===== config.mk =====
export PLATFORM = sky130hd
export DESIGN_NAME = reg_file_param_flat
export DESIGN_NICKNAME = d
export VERILOG_FILES = /design/src/rtl/reg_file_param_pkg.sv /design/src/rtl/reg_file_param_if.sv /design/src/rtl/reg_file_param_reg_entry.sv /design/src/rtl/reg_file_param.sv /design/src/flat_wrapper.sv
export SDC_FILE = /design/constraint.sdc
export NUM_CORES = 1
export LEC_CHECK = 0
export CORE_MARGIN = 3
export CORE_UTILIZATION = 35
export DETAILED_ROUTE_END_ITERATION = 10
export GPL_ROUTABILITY_DRIVEN = 0
export GPL_TIMING_DRIVEN = 0
export PLACE_DENSITY = 0.5
export REMOVE_ABC_BUFFERS = 1
export SLEW_MARGIN = 20
export SYNTH_ARGS = -nofsm -noshare
export SYNTH_HDL_FRONTEND = slang
export SYNTH_SLANG_ARGS = --single-unit

===== constraint.sdc =====
create_clock -name clk -period 10.85 [get_ports clk]
set_input_delay 1.6275 -clock clk [delete_from_list [all_inputs] [get_ports clk]]
set_output_delay 1.6275 -clock clk [all_outputs]
set_load 0.02 [all_outputs]

===== src/rtl/reg_file_param_pkg.sv =====
// Shared helpers for the parametrised register file: width helpers and the
// byte-merge used by both the entry write path and the read bypass path.
package reg_file_param_pkg;

  localparam int MAX_DATA_W = 256;
  localparam int MAX_BE_W   = MAX_DATA_W / 8;

  localparam int DEFAULT_ADDR_W = 3;
  localparam int DEFAULT_DEPTH  = 1 << DEFAULT_ADDR_W;

  function automatic int be_w(input int data_w);
    return data_w / 8;
  endfunction

  function automatic int depth_of(input int addr_w);
    return 1 << addr_w;
  endfunction

  // Callers zero-extend into the wide form and size-cast the result back down.
  function automatic logic [MAX_DATA_W-1:0] merge_be(
    input logic [MAX_DATA_W-1:0] old_v,
    input logic [MAX_DATA_W-1:0] new_v,
    input logic [MAX_BE_W-1:0]   be
  );
    logic [MAX_DATA_W-1:0] res;
    res = old_v;
    for (int i = 0; i < MAX_BE_W; i++) begin
      if (be[i]) res[i*8 +: 8] = new_v[i*8 +: 8];
    end
    return res;
  endfunction

endpackage


===== src/rtl/reg_file_param_if.sv =====
// Write/read bus of the register file. All signals are level-based, no
// handshake: a write is taken on every rising edge with wr_en=1, reads are
// combinational and always valid.
interface reg_file_param_if
  import reg_file_param_pkg::*;
#(
  parameter int DATA_W = 16,
  parameter int ADDR_W = 3
);
  logic                     clr;
  logic                     wr_en;
  logic [ADDR_W-1:0]        w_addr;
  logic [DATA_W-1:0]        w_data;
  logic [be_w(DATA_W)-1:0]  w_be;
  logic [ADDR_W-1:0]        r_addr0;
  logic [DATA_W-1:0]        r_data0;
  logic                     r_vld0;
  logic [ADDR_W-1:0]        r_addr1;
  logic [DATA_W-1:0]        r_data1;
  logic                     r_vld1;
  logic                     any_vld;

  modport master (
    output clr, wr_en, w_addr, w_data, w_be, r_addr0, r_addr1,
    input  r_data0, r_vld0, r_data1, r_vld1, any_vld
  );

  modport slave (
    input  clr, wr_en, w_addr, w_data, w_be, r_addr0, r_addr1,
    output r_data0, r_vld0, r_data1, r_vld1, any_vld
  );
endinterface


===== src/rtl/reg_file_param_reg_entry.sv =====
// One register-file entry: DATA_W flops with async reset, sync clear,
// byte-enabled load and a valid flag.
module reg_entry
  import reg_file_param_pkg::*;
#(
  parameter int                DATA_W    = 16,
  parameter int                BE_W      = DATA_W / 8,
  parameter logic [DATA_W-1:0] RESET_VAL = '0
) (
  input  logic              clk,
  input  logic              reset,
  input  logic              clr_i,
  input  logic              we_i,
  input  logic [BE_W-1:0]   be_i,
  input  logic [DATA_W-1:0] data_i,
  output logic [DATA_W-1:0] data_o,
  output logic              vld_o
);

  logic [DATA_W-1:0] data_q, data_d;
  logic              vld_q, vld_d;

  // An all-zero byte enable is a no-op: neither data nor valid moves.
  always_comb begin
    data_d = data_q;
    vld_d  = vld_q;
    if (clr_i) begin
      data_d = RESET_VAL;
      vld_d  = 1'b0;
    end else if (we_i && (|be_i)) begin
      data_d = DATA_W'(merge_be(MAX_DATA_W'(data_q), MAX_DATA_W'(data_i),
                                MAX_BE_W'(be_i)));
      vld_d  = 1'b1;
    end
  end

  always_ff @(posedge clk or posedge reset) begin
    if (reset) begin
      data_q <= RESET_VAL;
      vld_q  <= 1'b0;
    end else begin
      data_q <= data_d;
      vld_q  <= vld_d;
    end
  end

  assign data_o = data_q;
  assign vld_o  = vld_q;

endmodule


===== src/rtl/reg_file_param.sv =====
// Parametrised register file: 2^ADDR_W entries, one byte-enabled write port,
// two combinational read ports with optional same-cycle write forwarding.
module reg_file_param
  import reg_file_param_pkg::*;
#(
  parameter int                DATA_W    = 16,
  parameter int                ADDR_W    = 3,
  parameter int                BYPASS    = 1,
  parameter logic [DATA_W-1:0] RESET_VAL = '0
) (
  input  logic            clk,
  input  logic            reset,
  reg_file_param_if.slave bus
);

  localparam int BE_W  = be_w(DATA_W);
  localparam int DEPTH = depth_of(ADDR_W);

  if (DATA_W % 8 != 0) begin : g_bad_width
    $error("reg_file_param: DATA_W must be a multiple of 8");
  end
  if (DATA_W > MAX_DATA_W) begin : g_too_wide
    $error("reg_file_param: DATA_W exceeds MAX_DATA_W");
  end

  logic [DATA_W-1:0] ent_data [DEPTH];
  logic [DEPTH-1:0]  ent_vld;

  for (genvar i = 0; i < DEPTH; i++) begin : g_entry
    reg_entry #(
      .DATA_W    (DATA_W),
      .BE_W      (BE_W),
      .RESET_VAL (RESET_VAL)
    ) u_entry (
      .clk    (clk),
      .reset  (reset),
      .clr_i  (bus.clr),
      .we_i   (bus.wr_en && (bus.w_addr == ADDR_W'(i))),
      .be_i   (bus.w_be),
      .data_i (bus.w_data),
      .data_o (ent_data[i]),
      .vld_o  (ent_vld[i])
    );
  end

  // Forwarding is suppressed during clr and while reset is held, so reads
  // then show the stored (cleared) state.
  logic byp_act;
  assign byp_act = (BYPASS != 0) && bus.wr_en && !bus.clr && !reset && (|bus.w_be);

  logic [DATA_W-1:0] fwd_data;
  assign fwd_data = DATA_W'(merge_be(MAX_DATA_W'(ent_data[bus.w_addr]),
                                     MAX_DATA_W'(bus.w_data),
                                     MAX_BE_W'(bus.w_be)));

  always_comb begin
    bus.r_data0 = ent_data[bus.r_addr0];
    bus.r_vld0  = ent_vld[bus.r_addr0];
    if (byp_act && (bus.r_addr0 == bus.w_addr)) begin
      bus.r_data0 = fwd_data;
      bus.r_vld0  = 1'b1;
    end
  end

  always_comb begin
    bus.r_data1 = ent_data[bus.r_addr1];
    bus.r_vld1  = ent_vld[bus.r_addr1];
    if (byp_act && (bus.r_addr1 == bus.w_addr)) begin
      bus.r_data1 = fwd_data;
      bus.r_vld1  = 1'b1;
    end
  end

  // Derived from the valid flops, so it reflects the state after the last edge.
  assign bus.any_vld = |ent_vld;

endmodule

===== src/flat_wrapper.sv =====
// flat-port wrapper written by rule: the top's interface ports become plain ports
module reg_file_param_flat import reg_file_param_pkg::*;
#(
  parameter int                DATA_W    = 16,
  parameter int                ADDR_W    = 3,
  parameter int                BYPASS    = 1,
  parameter logic [DATA_W-1:0] RESET_VAL = '0
)
  (clk, reset, bus_clr, bus_wr_en, bus_w_addr, bus_w_data, bus_w_be, bus_r_addr0, bus_r_addr1, bus_r_data0, bus_r_vld0, bus_r_data1, bus_r_vld1, bus_any_vld);
  reg_file_param_if #(.DATA_W(DATA_W), .ADDR_W(ADDR_W)) bus_i ();
  input  logic clk;
  input  logic reset;
  input wire logic [$bits(bus_i.clr)-1:0] bus_clr;
  input wire logic [$bits(bus_i.wr_en)-1:0] bus_wr_en;
  input wire logic [$bits(bus_i.w_addr)-1:0] bus_w_addr;
  input wire logic [$bits(bus_i.w_data)-1:0] bus_w_data;
  input wire logic [$bits(bus_i.w_be)-1:0] bus_w_be;
  input wire logic [$bits(bus_i.r_addr0)-1:0] bus_r_addr0;
  input wire logic [$bits(bus_i.r_addr1)-1:0] bus_r_addr1;
  output wire logic [$bits(bus_i.r_data0)-1:0] bus_r_data0;
  output wire logic [$bits(bus_i.r_vld0)-1:0] bus_r_vld0;
  output wire logic [$bits(bus_i.r_data1)-1:0] bus_r_data1;
  output wire logic [$bits(bus_i.r_vld1)-1:0] bus_r_vld1;
  output wire logic [$bits(bus_i.any_vld)-1:0] bus_any_vld;
  assign bus_i.clr = bus_clr;
  assign bus_i.wr_en = bus_wr_en;
  assign bus_i.w_addr = bus_w_addr;
  assign bus_i.w_data = bus_w_data;
  assign bus_i.w_be = bus_w_be;
  assign bus_i.r_addr0 = bus_r_addr0;
  assign bus_i.r_addr1 = bus_r_addr1;
  assign bus_r_data0 = bus_i.r_data0;
  assign bus_r_vld0 = bus_i.r_vld0;
  assign bus_r_data1 = bus_i.r_data1;
  assign bus_r_vld1 = bus_i.r_vld1;
  assign bus_any_vld = bus_i.any_vld;
  reg_file_param #(.DATA_W(DATA_W), .ADDR_W(ADDR_W), .BYPASS(BYPASS), .RESET_VAL(RESET_VAL)) u_core (.clk(clk), .reset(reset), .bus(bus_i));
endmodule

# --- Word level (Yosys, flattened, before mapping) ---
# Cells that the tools add are included.
totals:
  reg_bits: 136
  out_inout_bits: 35
  inputBits: 31
classes:
  magnitude_cmp: 5
  bitwise: 3
  eq_ne: 9
  n_reduce_logical: 52
  n_mux: 53
ops:
  columns: ["cell", "count"]
  rows:
  - ["2-to-1 mux 16 bit", 24]
  - ["binary-select mux 16 bit (select 3 bit)", 3]
  - ["2-to-1 mux 8 bit", 4]
  - ["AND reduction 2 bit", 16]
  - ["logical AND 1 bit", 21]
  - ["2-to-1 mux 1 bit", 20]
  - ["nonzero test 2 bit", 10]
  - ["== test 3 bit (second input constant)", 4]
  - [">= comparator 4 bit (second input constant)", 3]
  - ["NOT 3 -> 4 bit", 3]
  - ["< comparator 3 x 4 -> 1 bit (second input constant)", 2]
  - ["OR reduction 8 bit", 1]
  - ["binary-select mux 1 bit (select 3 bit)", 2]
  - ["== test 3 x 2 -> 1 bit (second input constant)", 2]
  - ["== test 3 bit", 2]
  - ["== test 3 x 1 -> 1 bit (second input constant)", 1]
  - ["logical NOT 3 bit", 1]
  - ["logical NOT 1 bit", 2]
  - ["OR reduction 2 bit", 1]

# --- Depth between registers and ports, before layout ---
# Gate-level depths: netlist of the first run.
logic_depth:
  word_depth: 6
  mapped_depth: 7
  ltp_nobuf: 4

# --- By module ---
# A second synthesis of the first run with hierarchy kept.
unflattened:
  cells_unflattened: 1024
  hier_area_um2: 11118.2
by_module_without_submodules:
  columns: ["mod", "cells_per_inst", "area_each_um2", "n_inst"]
  rows:
  - ["reg_entry", 79, 898.4, 8]
  - ["reg_file_param", 392, 3931.3, 1]

# --- Least setup slack after synthesis of the first run ---
# OpenSTA, ideal clock, no wires.
synth_timing:
  kind: "input port to output port"
  from: "input port bus_w_addr[0]"
  to: "output port bus_r_data0[6]"
  path_slack_ps: 6268
  t_arrival_ps: 2954
  path_stages: 6
  cell_sequence: "buf_2 nor2b_1 clkbuf_1 a22o_1 o31a_1 mux2i_1"
synth_between:
  elab_chain_len: 6
  word_cells_on_any_way: 8
  cone_classes: "eq/ne (1); mux (5); bitwise (1); reduce/logical (1)"
synth_lines:
  columns: ["element", "line_no", "text"]
  rows:
  - ["start, declared", "flat_wrapper.sv:15", "input wire logic [$bits(bus_i.w_addr)-1:0] bus_w_addr;"]
  - ["NOT 3 -> 4 bit (not written as such)", "reg_file_param.sv:52", "assign fwd_data = DATA_W'(merge_be(MAX_DATA_W'(ent_data[bus.w_addr]),"]
  - ["binary-select mux 16 bit (select 3 bit)", "reg_file_param.sv:52", null]
  - ["2-to-1 mux 16 bit (not written as such) (2 in a row)", "reg_file_param.sv:52", null]
  - ["2-to-1 mux 8 bit", "reg_file_param_pkg.sv:28", "if (be[i]) res[i*8 +: 8] = new_v[i*8 +: 8];"]
  - ["2-to-1 mux 16 bit (*)", "reg_file_param.sv:59", "if (byp_act && (bus.r_addr0 == bus.w_addr)) begin"]
  - ["end, declared", "flat_wrapper.sv:20", "output wire logic [$bits(bus_i.r_data0)-1:0] bus_r_data0;"]
# Every way passes the cells marked *; elsewhere a longest branch is shown, timed or not. The select of a mux whose other input is x is not followed.

# --- Final worst setup path of the first run ---
layout_timing:
  from: "input port bus_w_be[1]"
  to: "output port bus_r_data0[13]"
layout_between:
  elab_chain_len: 4
  word_cells_on_any_way: 5
  cone_classes: "mux (2); reduce/logical (3)"
layout_lines:
  columns: ["element", "line_no", "text"]
  rows:
  - ["start, declared", "flat_wrapper.sv:17", "input wire logic [$bits(bus_i.w_be)-1:0] bus_w_be;"]
  - ["OR reduction 2 bit", "reg_file_param.sv:49", "assign byp_act = (BYPASS != 0) && bus.wr_en && !bus.clr && !reset && (|bus.w_be);"]
  - ["logical AND 1 bit", "reg_file_param.sv:49", null]
  - ["logical AND 1 bit", "reg_file_param.sv:59", null]
  - ["2-to-1 mux 16 bit (*)", "reg_file_param.sv:59", null]
# Every way passes the cells marked *; elsewhere a longest branch is shown, timed or not.

==> results.yml, run 1 <==
run_status:
  status: "finished clean"
critical_path:
  crit_required_ns: 9.22
  timing.critical_path.mode_cell: "clkdlybuf4s50_1"
  critPathBufInv: 2
  cp-end-kind: "primary output"
  critPathArrivalTime_ns: 5.03
  r2r_cells: 2
  r2r_start: "u_core.g_entry[1].u_entry.data_o[2]"
  worstPathMaxFanout: 19
  cp_slowest_stage_delay_ns: 1.06
  crit_path_start_kind: "input port"
  critPathSlowestCell: "clkdlybuf4s50_1"
  r2r_slack_ns: 10.07
  crit_chain: "clkdlybuf4s50_1 -> o21ai_1 -> nor3_2 -> nand2_2 -> mux2i_1 -> clkdlybuf4s50_1"
  worstSetupPathType: "input port to primary output"
  crit_start: "bus_w_be[1]"
  rr_endpoint: "u_core.g_entry[1].u_entry.data_o[2]"
  cp_top_family: "buffers and inverters"
finish:
  fin_util_pct: 42.3
  diodes: 0
  fin_cells: 1167
  drive_gt1_share_pct: 16.8
  syn_to_final_growth_pct: 18.2
  final_nets: 862
yosys:
  yosysWarningCount: 0
  syn_area_per_cell_sq_um: 10.9
  synth_flop_cell: "dfrtp_1"
  synth_edf_count: 0
  synthTopCellsByArea: "dfrtp_1 39%, mux4_2 18%, mux2i_1 15%"
  synth_cell_types: 29
  synth_commonest_cells: "147 x nand2_1, 136 x dfrtp_1, 128 x mux2i_1"
  ys_seq_elements: 136
  yosysTopAreaCell: "dfrtp_1"
  ys_seq_area_share_pct: 39.0
  synth_top_cell_area_share_pct: 39.0
  async_flop_share_pct: 100
  synthCells: 800
  synth.most_common_cell: "nand2_1"
  synth_area_sq_um: 8730
global_route:
  grt_max_degree: 77
  grt-ovfl-total: 0
  grt_usage_pct: 21.1
  antenna_found_initial: 0
  grt_pass1_wl_mm: 42.2
  grt_pass1_vias: 7022
route:
  wl_per_cell_microns: 23.5
  drt_iter0_drc: 518
  vias: 6694
  dr.pass1.iters: 5
  wirelength_mm: 27.4
  ant_nets: 0
  via_per_inst: 5.74
  drc: 0
pwr:
  p_clk_share_pct: 40.7
  ir_worst_vdd_v: 0.0000874
  p_sw_share_pct: 28.4
  leakage_nw: 4.53
  comb_power_share_pct: 21.3
  p_int_mw: 1.11
  power_frac_seq_pct: 38.0
  p_switching_uw: 439
  powerDensity_nw_per_um2: 150
die:
  rows: 57
  io_pins: 66
  die_h_microns: 164
  dieWidth_microns: 164
  die_area_sq_um: 26900
  core_region_area_sq_um: 24400
  initial_core_util_pct: 35.8
clocking:
  cts_tree: "yes"
  holdBufCountCts: 0
  cts_buffers: 17
  htreeDepth: 4
  cts_setup_buffers: 0
  cts-root-buf: "clkbuf_16"
  cts_resized: 0
  clock-sinks: 136
  clockBufferDepth: 2
  clk_latency_ns: 0.42
  clk_pin_slew_ns: 0.06
hold_path:
  hold_path_depth: 2
  whs_endpoint: "u_core.g_entry[5].u_entry.data_o[14]"
  hold_start: "u_core.g_entry[5].u_entry.data_o[14]"
  hold_class: "flip-flop to flip-flop"
sta:
  final_hold_viol_count: 0
  slew_violations: 0
  layout_min_cycle_time_ns: 6.65
  relSlewSlack_pct: 31.4
  skew_ns: 0
  tns_ns: 0
  fin_crit_sh_pct: 61.3
  worst_pin_slew_ns: 1.03
  fmax_mhz: 150
  rsz0062_at_grt: "no"
  setup_violations: 0
placement:
  dp.cells: 1136
  port_buffers: 65
  hpwl_mm: 17.0
run:
  cap_violations: 0
## sequential cells by signal (all words and copies together) (netlist names)
name and count:
u_core.g_entry.u_entry.data_o 128, u_core.g_entry.u_entry.vld_o 8
## stage by stage
stage / hold WS [ns] / total power [mW] / cell area (sq um) / setup slack [ns]
2_1_floorplan: 0.482 / 0.773 / 8350 / 5.58
3_3_place_gp: 0.498 / 0.914 / 9410 / 1.62
3_5_place_dp: 0.515 / 0.926 / 9700 / 4.22
4_1_cts: 0.526 / 1.56 / 10300 / 4.22
5_1_grt: 0.545 / 1.61 / 10300 / 4.01
6_report: 0.519 / 1.55 / 10300 / 4.20
## tightest hold or removal path: stages, from the launching register on
cell	delay [ns]
dfrtp_1	0.37
nand2_1	0.05
o21ai_0	0.06
## worst max-delay path by stage
stage                                           to  cells after the start
2_1_floorplan  u_core.g_entry[0].u_entry.data_o[0]                      1
3_3_place_gp                       bus_r_data0[13]                      6
6_report                           bus_r_data0[13]                      6
3_5_place_dp                        bus_r_data0[3]                      6
5_1_grt                            bus_r_data0[13]                      6
4_1_cts                            bus_r_data0[13]                      6
## cell families after synthesis
| family | Yosys count | synth area share (%) |
|---|---|---|
| AOI/OAI and AO/OA | 202 | 14.3 |
| muxes | 196 | 32.2 |
| and+or+nand+nor | 194 | 9.54 |
| DFF | 136 | 39.0 |
| buffers and inverters | 66 | 4.44 |
| xor gates and xnor gates | 6 | 0.602 |
## per-layer routing
| layer | track usage (%) | wire length, microns |
|---|---|---|
| met5 | 0 | 0 |
| met4 | 7.00 | 664 |
| met3 | 4.21 | 1350 |
| met2 | 35.2 | 13400 |
| met1 | 27.6 | 12000 |
## power groups by stage
stage | registers, mW | clock network [mW] | logic [mW]
after global routing | 0.593 | 0.662 | 0.356
after floorplan | 0.583 | 0 | 0.190
after CTS | 0.586 | 0.640 | 0.332
final | 0.588 | 0.630 | 0.329
after global placement | 0.590 | 0 | 0.323
after detailed placement | 0.595 | 0 | 0.331
## layout by cell type (no fill, tap or decap), types with 4 or more instances in the layout
| master | count |
|---|---|
| a21oi_1 | 6 |
| a21oi_2 | 16 |
| a22o_1 | 30 |
| a22oi_1 | 4 |
| and3_1 | 4 |
| buf_16 | 8 |
| buf_4 | 4 |
| bufinv_16 | 4 |
| clkbuf_16 | 17 |
| clkbuf_8 | 4 |
| clkdlybuf4s50_1 | 57 |
| dfrtp_1 | 136 |
| mux2i_1 | 128 |
| mux4_2 | 68 |
| nand2_1 | 147 |
| nand2b_1 | 16 |
| nor2_1 | 11 |
| o21ai_0 | 114 |
| o21ai_1 | 15 |
| o31a_1 | 15 |
| xor2_1 | 6 |
## final cells by class
class,instances,area (sq um)
Sequential cell,136,3400
Timing Repair Buffer,76,898
Clock inverter,8,143
Clock buffer,23,488
Fill cell,2358,14100
Tap cell,324,405
Multi-Input combinational cell,598,4970
Inverter,2,15.0
Note: power is estimated with default switching activity, not from simulation.
==> run 2: changes to the inputs <==
- clock period: 10.85 -> 6.75 ns (I/O delays scaled with it)
==> results of run 2 <==
The final DEF is identical to that of run 1. Status: finished clean.
Main changes from that run: setup slack after placement 4.22 ns -> 1.35 ns; setup slack after layout 4.20 ns -> 1.33 ns; register-to-register setup slack 10.07 ns -> 5.97 ns; total power 1.55 mW -> 2.49 mW; worst IR drop on VDD 0.0000874 V -> 0.000141 V
